===== config.mk =====
export PLATFORM = sky130hd
export DESIGN_NAME = rw_flow_burst
export DESIGN_NICKNAME = d
export VERILOG_FILES = /design/src/rtl/rw_flow_burst.sv
export SDC_FILE = /design/constraint.sdc
export NUM_CORES = 1
export LEC_CHECK = 0
export ABC_AREA = 1
export CORE_MARGIN = 3
export CORE_UTILIZATION = 49
export CTS_CLUSTER_SIZE = 10
export DETAILED_ROUTE_END_ITERATION = 6
export GPL_ROUTABILITY_DRIVEN = 0
export PLACE_DENSITY = 0.76
export SLEW_MARGIN = 10
export SYNTH_ARGS = -nofsm -noshare
export SYNTH_HDL_FRONTEND = slang
export SYNTH_SLANG_ARGS = --single-unit

===== constraint.sdc =====
create_clock -name Clk -period 1.7 [get_ports Clk]
set_input_delay 0.51 -clock Clk [delete_from_list [all_inputs] [get_ports Clk]]
set_output_delay 0.51 -clock Clk [all_outputs]
set_load 0.02 [all_outputs]

===== src/rtl/rw_flow_burst.sv =====
// rw_flow_burst: read/write burst flow controller.
// Accepts a command (direction + beat count) and sequences memory accesses,
// read-data capture and transmit handshakes per beat.
// Optional feature: define RW_FLOW_TIMEOUT_EN to enable a TxDone watchdog
// that aborts a TX wait after TIMEOUT cycles.
module rw_flow_burst #(
    parameter int unsigned BL_W    = 4,
    parameter int unsigned TIMEOUT = 100
) (
    input  logic            Clk,
    input  logic            ResetN,
    input  logic            Active,
    input  logic            Mode,
    input  logic            ValidCmd,
    input  logic            RW,
    input  logic [BL_W-1:0] BurstLen,
    input  logic            TxDone,
    output logic            AccessMem,
    output logic            RWMem,
    output logic            SampleData,
    output logic            TxData,
    output logic            Busy,
    output logic [BL_W-1:0] BeatCnt,
    output logic            CmdDrop,
    output logic            Error
);

    if (TIMEOUT == 0 || TIMEOUT > 65535) begin : g_bad_timeout
        $error("rw_flow_burst: TIMEOUT must be in 1..65535");
    end

    typedef enum logic [2:0] {
        IDLE,
        ACCESS,
        SAMPLE,
        TX,
        DONE
    } state_t;

    state_t          state;
    state_t          state_nxt;
    logic            rw_q;
    logic            rw_nxt;
    logic [BL_W-1:0] len_q;
    logic [BL_W-1:0] len_nxt;
    logic [BL_W-1:0] cnt_nxt;
    logic            abort;
    logic            last_beat;
    logic            tmo;
    logic            drop_nxt;
    logic            err_nxt;

`ifdef RW_FLOW_TIMEOUT_EN
    localparam logic [15:0] TO_LAST = 16'(TIMEOUT - 1);
    logic [15:0] wd_cnt;
    logic [15:0] wd_nxt;
`endif

    // Next-state, latched-field and pulse computation
    always_comb begin
        state_nxt = state;
        rw_nxt    = rw_q;
        len_nxt   = len_q;
        cnt_nxt   = BeatCnt;
        tmo       = 1'b0;
        abort     = (state inside {ACCESS, SAMPLE, TX}) && !(Active && Mode);
        last_beat = (BeatCnt == len_q);
        drop_nxt  = ValidCmd && (state != IDLE);
`ifdef RW_FLOW_TIMEOUT_EN
        wd_nxt    = wd_cnt;
`endif
        case (state)
            IDLE: begin
                if (ValidCmd && Active && Mode) begin
                    state_nxt = ACCESS;
                    rw_nxt    = RW;
                    len_nxt   = BurstLen;
                    cnt_nxt   = '0;
                end
            end
            ACCESS: begin
                if (abort) begin
                    state_nxt = IDLE;
                end else if (rw_q) begin
                    state_nxt = SAMPLE;
                end else if (last_beat) begin
                    state_nxt = DONE;
                end else begin
                    cnt_nxt   = BeatCnt + 1'b1;
                    state_nxt = ACCESS;
                end
            end
            SAMPLE: begin
                if (abort) begin
                    state_nxt = IDLE;
                end else begin
                    state_nxt = TX;
`ifdef RW_FLOW_TIMEOUT_EN
                    wd_nxt    = '0;
`endif
                end
            end
            TX: begin
                // abort outranks a simultaneous TxDone
                if (abort) begin
                    state_nxt = IDLE;
                end else if (TxDone) begin
                    if (last_beat) begin
                        state_nxt = DONE;
                    end else begin
                        cnt_nxt   = BeatCnt + 1'b1;
                        state_nxt = ACCESS;
                    end
                end else begin
`ifdef RW_FLOW_TIMEOUT_EN
                    if (wd_cnt == TO_LAST) begin
                        tmo       = 1'b1;
                        state_nxt = IDLE;
                    end else begin
                        wd_nxt = wd_cnt + 16'd1;
                    end
`endif
                end
            end
            DONE: begin
                state_nxt = IDLE;
            end
            default: begin
                state_nxt = IDLE;
            end
        endcase
        err_nxt = abort || tmo;
    end

    // State, latched fields and Moore-decoded registered outputs
    always_ff @(posedge Clk or negedge ResetN) begin
        if (!ResetN) begin
            state      <= IDLE;
            rw_q       <= 1'b0;
            len_q      <= '0;
            BeatCnt    <= '0;
            AccessMem  <= 1'b0;
            RWMem      <= 1'b0;
            SampleData <= 1'b0;
            TxData     <= 1'b0;
            Busy       <= 1'b0;
            CmdDrop    <= 1'b0;
            Error      <= 1'b0;
`ifdef RW_FLOW_TIMEOUT_EN
            wd_cnt     <= '0;
`endif
        end else begin
            state      <= state_nxt;
            rw_q       <= rw_nxt;
            len_q      <= len_nxt;
            BeatCnt    <= cnt_nxt;
            AccessMem  <= (state_nxt == ACCESS);
            RWMem      <= (state_nxt == ACCESS) && rw_nxt;
            SampleData <= (state_nxt == SAMPLE);
            TxData     <= (state_nxt == TX);
            Busy       <= (state_nxt != IDLE);
            CmdDrop    <= drop_nxt;
            Error      <= err_nxt;
`ifdef RW_FLOW_TIMEOUT_EN
            wd_cnt     <= wd_nxt;
`endif
        end
    end

endmodule


==> results of run 1 <==
state kept, by name (all words and copies together), names as in the netlist:
signal,cells
CmdDrop,1
Busy,1
RWMem,1
rw_q,1
BeatCnt,4
SampleData,1
len_q,4
AccessMem,1
Error,1
state,3
TxData,1
stage by stage:
stage	setup slack, ns	utilization (%)	hold slack [ns]	std cells	setup TNS [ns]
finish	0.0990	71.8	0.510	179	0
global route	0.0370	71.8	0.534	179	0
CTS	0.0870	71.8	0.506	179	0
detailed placement	-0.181	71.1	0.492	175	-0.490
global placement	-0.136	71.1	0.479	175	-0.282
floorplan	0.358	-	0.214	124	0
layout make-up:
| type | instances | share of cell area [%] |
|---|---|---|
| sequential | 19 | 36.0 |
| multi-input combinational | 83 | 34.4 |
| timing repair buffer | 27 | 19.2 |
| inverter | 21 | 5.97 |
| tap | 25 | 2.37 |
| clock buffer | 3 | 1.70 |
| clock inverter | 1 | 0.379 |
timing repair:
| action | 4_1_cts | 5_1_grt |
|---|---|---|
| setup endpoints to repair | 11 | 0 |
| setup buffers | 0 | 0 |
| resized for setup | 11 | 0 |
routing by layer:
metal / global-route usage (%) / vias up / routed length, um
met1: 22.1 / 394 / 890
met5: 0 / - / 0
met2: 32.0 / 33 / 989
met4: 5.24 / 0 / 29
met3: 4.58 / 5 / 133
li1: - / 447 / -
cell usage in the layout (no fill, tap or decap), types with 2 or more instances in the layout:
cell type        synthesis  layout
a21oi_1                  8       8
buf_4                    0       5
clkbuf_4                 0       3
clkdlybuf4s50_1          0      10
dfrtp_1                 19      19
dlygate4sd2_1            0      11
inv_1                   16      16
inv_2                    5       5
nand2_1                 30      30
nand2_2                  7       7
nand2_4                  3       3
nand3_1                 10      10
nand4_1                  3       3
nor2_1                  11      11
nor2_2                   2       2
report_power, final:
group	internal, uW	leakage [uW]	switching, uW
Sequential	608	0.000241	96.8
Combinational	370	0.000462	594
Clock	87.8	0.0000177	142
Total	1070	0.000721	832
cells in the mapped netlist (2+ instances only):
master	n
nand4_1	3
nor2_2	2
inv_1	16
a21oi_1	8
nand2_4	3
dfrtp_1	19
nand2_1	30
nand2_2	7
nand3_1	10
inv_2	5
nor2_1	11
kinds of logic after synthesis:
logic type	Yosys count
fa+ha+maj	1
simple gates	71
buf+inv	22
compound gates	11
flops	19
worst paths after layout:
kind / from / end / slack (ns) / cells past startpoint
setup / recovery: BeatCnt[3]$_DFFE_PN0P_ / BeatCnt[3] / 0.1 / 1
hold reg to reg: state[2]$_DFF_PN0_ / TxData$_DFF_PN0_ / 0.51 / 1
setup reg to reg: BeatCnt[0]$_DFFE_PN0P_ / BeatCnt[2]$_DFFE_PN0P_ / 0.28 / 6
min in group asynchronous: ResetN / len_q[0]$_DFFE_PN0P_ / 0.53 / 2
hold / removal: state[2]$_DFF_PN0_ / TxData$_DFF_PN0_ / 0.51 / 1
max in group asynchronous: ResetN / state[0]$_DFF_PN0_ / 0.98 / 2
==> flow_metrics.py, run 1 <==
metrics = {
    "outcome": {
        "status": "finished clean",
    },
    "synth": {
        "mappedNetlistNets": 136,
        "syn_area_um2": 1020,
        "area_contributors_post_synth": "dfrtp_1, nand2_1, inv_1",
        "yosysSeqAreaShare_pct": 46.6,
        "syn_avg_cell_area_um2": 8.22,
        "synthMuxAreaShare_pct": 0,
        "synth_top_family_by_area": "simple AND/OR/NAND/NOR gates",
        "synth.ff_latch_count": 19,
        "synth.lib_cells_used.distinct": 21,
        "ys_dominant_reg_cell": "dfrtp_1",
        "synth-edff-count": 0,
        "synth_compound_gate_area_share_pct": 7.24,
        "yosys.area.top_type": "dfrtp_1",
        "share_of_synthesized_cell_area_in_full_adder_half_adder_and_majority_cells_pct": 1.23,
        "ys_async_sr_fraction_pct": 100,
        "synthDominantCellAreaShare_pct": 46.6,
        "syn_inst": 124,
        "yosys_warnings": 0,
        "post_synth_and_or_nand_nor_area_fraction_pct": 36.1,
        "post_synth_xor_area_fraction_pct": 0,
    },
    "global_route": {
        "wire_length_of_the_first_global_routing_pass_mm": 3.60,
        "grt_util_all_layers_pct": 18.3,
        "largest_net_degree_at_the_start_of_global_routing": 20,
        "antenna_found_initial": 0,
        "globalRoute.totalOverflow": 0,
        "first_global_vias": 831,
    },
    "worst_setup_path": {
        "worst_path_max_delay_cell": "dfrtp_1",
        "crit_family": "flip-flops",
        "cp.buffers_inverters": 1,
        "crit_path_cell_trace": "dlygate4sd2_1",
        "worstPathArrival_ns": 1.09,
        "worst_setup_path_start_kind": "flop",
        "worst_path_largest_cell_delay_ns": 0.43,
        "critical_path_required_ns": 1.19,
        "critical_path.endpoint_type": "primary output",
        "type_of_the_worst_setup_path": "flop to primary output",
        "crit_path_max_fanout": 5,
    },
    "clock_network": {
        "cts.reportedPaths.clkPinSlew_ns": 0.11,
        "clock-sinks": 19,
        "cts.path.max_buffers": 2,
        "tritoncts": "yes",
        "cts_made_buffers": 3,
        "cts_max_level": 1,
        "clock-root-buffer": "clkbuf_4",
        "post_cts_hold_buffer_count": 0,
        "clk-insertion-delay-late_ns": 0.30,
    },
    "pwr": {
        "vdd_ir_drop_max_uv": 939,
        "power_density_nw_per_um2": 1440,
        "post-layout-total-power_uw": 1900,
        "power_leakage_uw": 0.000721,
    },
    "timing": {
        "normalized_max_slew_margin_pct": 76.8,
        "worstMarginPinSlew_ns": 0.339,
        "fmax_mhz": 625,
        "share_of_the_clock_period_used_by_the_worst_path_after_layout_pct": 94.2,
        "setup_viol": 0,
        "min_period_ns": 1.60,
        "finalMaxSlewViolations": 0,
        "finClkSkew_ns": 0.00482,
        "rsz0062_at_grt": "false",
        "timing_hold_violations_final": 0,
    },
    "floorplanning": {
        "floorplan.initialDensity_pct": 55.4,
        "core_um2": 1840,
        "std_cell_rows": 15,
        "chipHeight_um": 51.6,
        "io_pins": 22,
        "die_width_um": 51.6,
        "die_area_um2": 2660,
    },
    "cells_and_area": {
        "antennaDiodeCount": 0,
        "final_net_count": 167,
        "combined_area_of_the_multi_input_logic_cells_um2": 454,
        "area_growth_pct": 29.6,
        "sequential_cell_area_um2": 475,
        "design_area_um2": 1320,
        "fill_cells": 154,
        "drive_gt1_share_pct": 21.4,
    },
    "detailed_routing": {
        "routed_wire_length_per_instance_um": 11.4,
        "drt_iter0_markers": 39,
        "drt_drc_violations_left": 0,
        "detail_route.vias_per_cell": 4.91,
        "totalWireLength_mm": 2.04,
        "final_ant_viol_nets": 0,
        "vias": 879,
        "first_pass_iters": 4,
    },
    "placed_design": {
        "place_area_um2": 1310,
        "place.port_buffers": 21,
        "place.detailed.hpwl_mm": 1.64,
    },
    "min_path": {
        "min_path_type": "flop to flop",
    },
    "job": {
        "max_cap_violations": 0,
    },
}
No activity file was read; power rests on OpenSTA's default activity.
==> inputs of run 2 (changes only) <==
==> constraint.sdc (replaced) <==
create_clock -name Clk -period 1.8 [get_ports Clk]
set_input_delay 0.54 -clock Clk [delete_from_list [all_inputs] [get_ports Clk]]
set_output_delay 0.54 -clock Clk [all_outputs]
set_load 0.02 [all_outputs]
==> run 2 against run 1 <==
  * Combinational power decreased by 3.7%
  * Worst hold slack got worse by 0.0078 ns
  * Setup slack improved by 0.036 ns
  * Register-to-register slack better by 0.08 ns
  * Sequential power shrank 5.2%
  * Wire length up 3.8%
  * Clock power fell by 3%
  * Sequential cell count unchanged
  * Largest cell class unchanged
==> flow_metrics.py, run 2 (synthesized netlist as in run 1, its figures left out) <==
metrics = {
    "placed_design": {
        "place_area_um2": 1300,
        "dp_cells": 174,
        "place.detailed.hpwl_mm": 1.61,
        "place.port_buffers": 21,
    },
    "clock_network": {
        "cts_made_buffers": 3,
        "cts.path.max_buffers": 2,
        "clock-sinks": 19,
        "clk-insertion-delay-late_ns": 0.31,
        "cts.reportedPaths.clkPinSlew_ns": 0.12,
        "tritoncts": "yes",
        "cts_max_level": 1,
        "post_cts_hold_buffer_count": 0,
        "clock-root-buffer": "clkbuf_4",
    },
    "floorplanning": {
        "die_width_um": 51.6,
        "die_area_um2": 2660,
        "floorplan.initialDensity_pct": 55.4,
        "chipHeight_um": 51.6,
        "std_cell_rows": 15,
        "io_pins": 22,
        "core_um2": 1840,
    },
    "cells_and_area": {
        "area_growth_pct": 30.7,
        "fin_cells": 178,
        "drive_gt1_share_pct": 20.9,
        "layout_commonest_cell": "nand2_1",
        "layout_top_registers": "BeatCnt: 4 flops, len_q: 4 flops, state: 3 flops",
        "layout_common_cells": "nand2_1, dfrtp_1, inv_1",
        "final_net_count": 166,
        "antennaDiodeCount": 0,
        "design_area_um2": 1330,
    },
    "global_route": {
        "first_global_vias": 798,
        "globalRoute.totalOverflow": 0,
        "grt_util_all_layers_pct": 18.2,
        "antenna_found_initial": 0,
        "largest_net_degree_at_the_start_of_global_routing": 20,
        "wire_length_of_the_first_global_routing_pass_mm": 3.52,
    },
    "min_path": {
        "min_path_type": "flop to flop",
        "min-delay-start": "state[2]$_DFF_PN0_",
    },
    "detailed_routing": {
        "final_ant_viol_nets": 0,
        "drt_drc_violations_left": 0,
        "detail_route.vias_per_cell": 4.96,
        "vias": 882,
        "drt_iter0_markers": 30,
        "first_pass_iters": 4,
        "routed_wire_length_per_instance_um": 11.9,
        "totalWireLength_mm": 2.12,
    },
    "timing": {
        "worstMarginPinSlew_ns": 0.364,
        "share_of_the_clock_period_used_by_the_worst_path_after_layout_pct": 92.5,
        "setup_viol": 0,
        "timing.setup.tns_ns": 0,
        "fmax_mhz": 601,
        "normalized_max_slew_margin_pct": 75.1,
        "min_period_ns": 1.67,
        "finClkSkew_ns": 0.0148,
        "rsz0062_at_grt": "false",
        "finalMaxSlewViolations": 0,
        "timing_hold_violations_final": 0,
    },
    "worst_setup_path": {
        "type_of_the_worst_setup_path": "flop to primary output",
        "worstPathArrival_ns": 1.13,
        "rr_startpoint": "BeatCnt[0]$_DFFE_PN0P_",
        "crit_path_max_fanout": 6,
        "worst_path_max_delay_cell": "dfrtp_1",
        "crit_path_cell_trace": "dlygate4sd2_1",
        "cp.buffers_inverters": 1,
        "worst_path_largest_cell_delay_ns": 0.45,
        "critical_path.endpoint_type": "primary output",
        "crit_family": "flip-flops",
        "cp-startpoint": "BeatCnt[2]$_DFFE_PN0P_",
        "worst_setup_path_start_kind": "flop",
        "critical_path_required_ns": 1.26,
    },
    "outcome": {
        "status": "finished clean",
    },
    "pwr": {
        "post-layout-total-power_uw": 1820,
        "power_density_nw_per_um2": 1360,
        "power_leakage_uw": 0.000773,
        "vdd_ir_drop_max_uv": 882,
    },
    "job": {
        "max_cap_violations": 0,
    },
}
## run 2: final cells by class
cell class	count	area, um2
timing repair buffer	26	265
clock inverter	1	5.00
fill	165	507
multi-input combinational	83	454
tap	25	31.3
clock buffer	3	22.5
inverter	21	78.8
sequential	19	475
## run 2: timing repair
action,in CTS,in global routing
gates cloned,0,0
hold endpoints to repair,0,0
gates resized for setup,6,5
setup endpoints to repair,6,5
setup buffers,0,0
## run 2: final timing paths
check                                         end  slack [ns]  cells past startpoint
min in group asynchronous    len_q[1]$_DFFE_PN0P_        0.57                      2
max reg2reg                BeatCnt[2]$_DFFE_PN0P_        0.36                      6
min reg2reg                      TxData$_DFF_PN0_        0.50                      1
max                                    BeatCnt[2]        0.13                      1
max in group asynchronous      state[1]$_DFF_PN0_        1.01                      2
min                              TxData$_DFF_PN0_        0.50                      1
## run 2: metrics by stage
stage	utilization, %	setup slack, ns	hold slack [ns]
floorplan	-	0.458	0.244
global placement	70.7	-0.0704	0.479
detailed placement	70.7	-0.104	0.490
CTS	71.8	0.00548	0.506
global route	72.4	0.0942	0.547
finish	72.4	0.135	0.502
## run 2: layer usage
| layer | vias to the layer above | share of wire [%] | wire, um | global-route usage [%] |
|---|---|---|---|---|
| li1 | 448 | - | - | - |
| met1 | 397 | 40 | 841 | 21.7 |
| met2 | 31 | 50 | 1070 | 30.1 |
| met3 | 6 | 7.6 | 162 | 4.87 |
| met4 | 0 | 2.2 | 46 | 9.17 |
| met5 | - | 0 | 0 | 0 |
## run 2: power breakdown
part / switching, uW / total [uW] / internal, uW
clock: 139 / 222 / 83.1
combinational: 559 / 927 / 368
sequential: 93.3 / 668 / 574
total: 791 / 1820 / 1030
==> inputs of run 3 (changes only) <==
--- a/config.mk
+++ b/config.mk
@@ -11,7 +11,7 @@
 export CTS_CLUSTER_SIZE = 10
 export DETAILED_ROUTE_END_ITERATION = 6
 export GPL_ROUTABILITY_DRIVEN = 0
-export PLACE_DENSITY = 0.76
+export PLACE_DENSITY = 0.85
 export SLEW_MARGIN = 10
 export SYNTH_ARGS = -nofsm -noshare
 export SYNTH_HDL_FRONTEND = slang
==> run 3 against run 2 <==
  * Fmax increased by 1.8%
  * Via count decreased by 0.11%
  * Sequential power about the same
  * Clock skew decreased by 0.014 ns
  * Critical path depth unchanged
  * Register-to-register slack improved by 0.04 ns
  * Wire length increased by 4.8%
  * Sequential cell count unchanged
  * First-iteration DRC count decreased by 40%
  * Cell area decreased by 0.19%
  * Non-clock buffer count increased by 1
  * Critical path type unchanged
  * Critical endpoint unchanged
  * Largest cell class unchanged
==> flow_metrics.py, run 3 (synthesized netlist as in run 1, its figures left out) <==
metrics = {
    "timing": {
        "rsz0062_at_grt": "false",
        "timing.setup.tns_ns": 0,
        "share_of_the_clock_period_used_by_the_worst_path_after_layout_pct": 90.8,
        "final_worst_path_setup_slack_ns": 0.165,
        "setup_viol": 0,
        "normalized_max_slew_margin_pct": 65.5,
        "finClkSkew_ns": 0.000449,
        "min_period_ns": 1.64,
        "hold-worst-slack_ns": 0.529,
        "finalMaxSlewViolations": 0,
        "timing_hold_violations_final": 0,
        "worstMarginPinSlew_ns": 0.505,
        "fmax_mhz": 612,
    },
    "clock_network": {
        "tritoncts": "yes",
        "cts_made_buffers": 3,
        "cts_max_level": 1,
        "clk-insertion-delay-late_ns": 0.29,
        "post-cts-setup-buffer-count": 0,
        "cts.path.max_buffers": 2,
        "cts.reportedPaths.clkPinSlew_ns": 0.10,
        "clock-root-buffer": "clkbuf_4",
        "clock-sinks": 19,
        "post_cts_hold_buffer_count": 0,
    },
    "pwr": {
        "share_comb_of_total_power_pct": 52.4,
        "swShare_pct": 43.8,
        "power_leakage_uw": 0.000777,
        "power_density_nw_per_um2": 1380,
        "vdd_ir_drop_max_uv": 854,
        "share_clk_of_total_power_pct": 11.5,
        "sequential_power_share_pct": 36.2,
        "power.switching_uw": 805,
        "internal_power_uw": 1040,
    },
    "detailed_routing": {
        "totalWireLength_mm": 2.22,
        "routed_wire_length_per_instance_um": 12.4,
        "drt_drc_violations_left": 0,
        "first_pass_iters": 4,
        "drt_iter0_markers": 18,
        "vias": 881,
        "detail_route.vias_per_cell": 4.92,
        "final_ant_viol_nets": 0,
    },
    "worst_setup_path": {
        "critical_path.endpoint_type": "primary output",
        "type_of_the_worst_setup_path": "flop to primary output",
        "critical_path_required_ns": 1.26,
        "worst_path_max_delay_cell": "dfrtp_1",
        "worst_path_largest_cell_delay_ns": 0.44,
        "worst_setup_path_start_kind": "flop",
        "crit_family": "flip-flops",
        "worstPathArrival_ns": 1.10,
        "crit_path_cell_trace": "dlygate4sd2_1",
        "cp.buffers_inverters": 1,
        "crit_path_max_fanout": 6,
    },
    "cells_and_area": {
        "fin_cells": 179,
        "final_net_count": 167,
        "drive_gt1_share_pct": 20.8,
        "fill_cells": 145,
        "layout_commonest_cell": "nand2_1",
        "area_growth_pct": 30.4,
        "layout_top_registers": "BeatCnt: 4 flops, len_q: 4 flops, state: 3 flops",
        "final_core_util_pct": 72.3,
        "layout_common_cells": "nand2_1, dfrtp_1, inv_1",
        "antennaDiodeCount": 0,
    },
    "floorplanning": {
        "io_pins": 22,
        "floorplan.initialDensity_pct": 55.4,
        "core_um2": 1840,
        "die_width_um": 51.6,
        "die_area_um2": 2660,
        "chipHeight_um": 51.6,
        "std_cell_rows": 15,
    },
    "placed_design": {
        "place.port_buffers": 21,
        "dp_cells": 175,
        "dp_slack_ns": -0.105,
        "place.detailed.hpwl_mm": 1.74,
    },
    "global_route": {
        "largest_net_degree_at_the_start_of_global_routing": 20,
        "globalRoute.totalOverflow": 0,
        "antenna_found_initial": 0,
        "first_global_vias": 910,
        "wire_length_of_the_first_global_routing_pass_mm": 3.82,
        "grt_util_all_layers_pct": 19.6,
    },
    "job": {
        "max_cap_violations": 0,
    },
    "outcome": {
        "status": "finished clean",
    },
    "min_path": {
        "min_path_type": "flop to flop",
    },
}
==> run 3: cell count changes in the layout (fill, tap and decap cells not counted) <==
cell / previous run / this run
clkinv_2: 1 / 0
buf_12: 1 / 0
dlygate4sd2_1: 6 / 5
clkbuf_1: 0 / 1
dlymetal6s2s_1: 5 / 6
buf_4: 4 / 6
==> run 3: worst paths after layout <==
| kind | to | slack [ns] | cells past startpoint | start |
|---|---|---|---|---|
| max in group asynchronous | BeatCnt[2]$_DFFE_PN0P_ | 1.04 | 2 | ResetN |
| max reg2reg | BeatCnt[2]$_DFFE_PN0P_ | 0.40 | 6 | BeatCnt[0]$_DFFE_PN0P_ |
| min reg2reg | TxData$_DFF_PN0_ | 0.53 | 1 | state[2]$_DFF_PN0_ |
| min | TxData$_DFF_PN0_ | 0.53 | 1 | state[2]$_DFF_PN0_ |
| max | BeatCnt[2] | 0.16 | 1 | BeatCnt[2]$_DFFE_PN0P_ |
| min in group asynchronous | state[0]$_DFF_PN0_ | 0.56 | 2 | ResetN |
==> run 3: metrics by stage <==
step | power (uW) | cell area, um2
floorplan | 1300 | 1020
global placement | 1610 | 1290
detailed placement | 1670 | 1290
CTS | 1870 | 1320
global route | 2010 | 1330
finish | 1840 | 1330
==> run 3: layout make-up <==
cell class                      count  area, um2  share of cell area [%]
Clock buffer                        4       26.3                    1.98
Tap cell                           25       31.3                    2.35
Sequential cell                    19        475                    35.7
Multi-Input combinational cell     83        454                    34.1
Timing Repair Buffer               27        264                    19.8
Inverter                           21       78.8                    5.93
==> run 3: what timing repair did <==
item	4_1_cts	5_1_grt
pin swaps	0	0
hold endpoints to repair	0	0
setup endpoints to repair	5	6
gates resized for setup	5	6
gates cloned	0	0
==> run 3: metal layers <==
| layer | vias to the layer above | global-route usage, % | share of wire [%] |
|---|---|---|---|
| li1 | 449 | - | - |
| met1 | 405 | 21.2 | 40 |
| met5 | - | 0 | 0 |
| met3 | 2 | 6.59 | 5.9 |
| met4 | 0 | 5.24 | 0.63 |
| met2 | 25 | 36.2 | 54 |
==> run 3: power by group through the flow <==
| stage | clock [uW] | sequential [uW] | combinational (uW) |
|---|---|---|---|
| 3_3_place_gp | 0 | 670 | 943 |
| 6_report | 211 | 665 | 964 |
| 2_1_floorplan | 0 | 778 | 526 |
| 3_5_place_dp | 0 | 679 | 987 |
| 5_1_grt | 249 | 685 | 1070 |
| 4_1_cts | 221 | 669 | 980 |
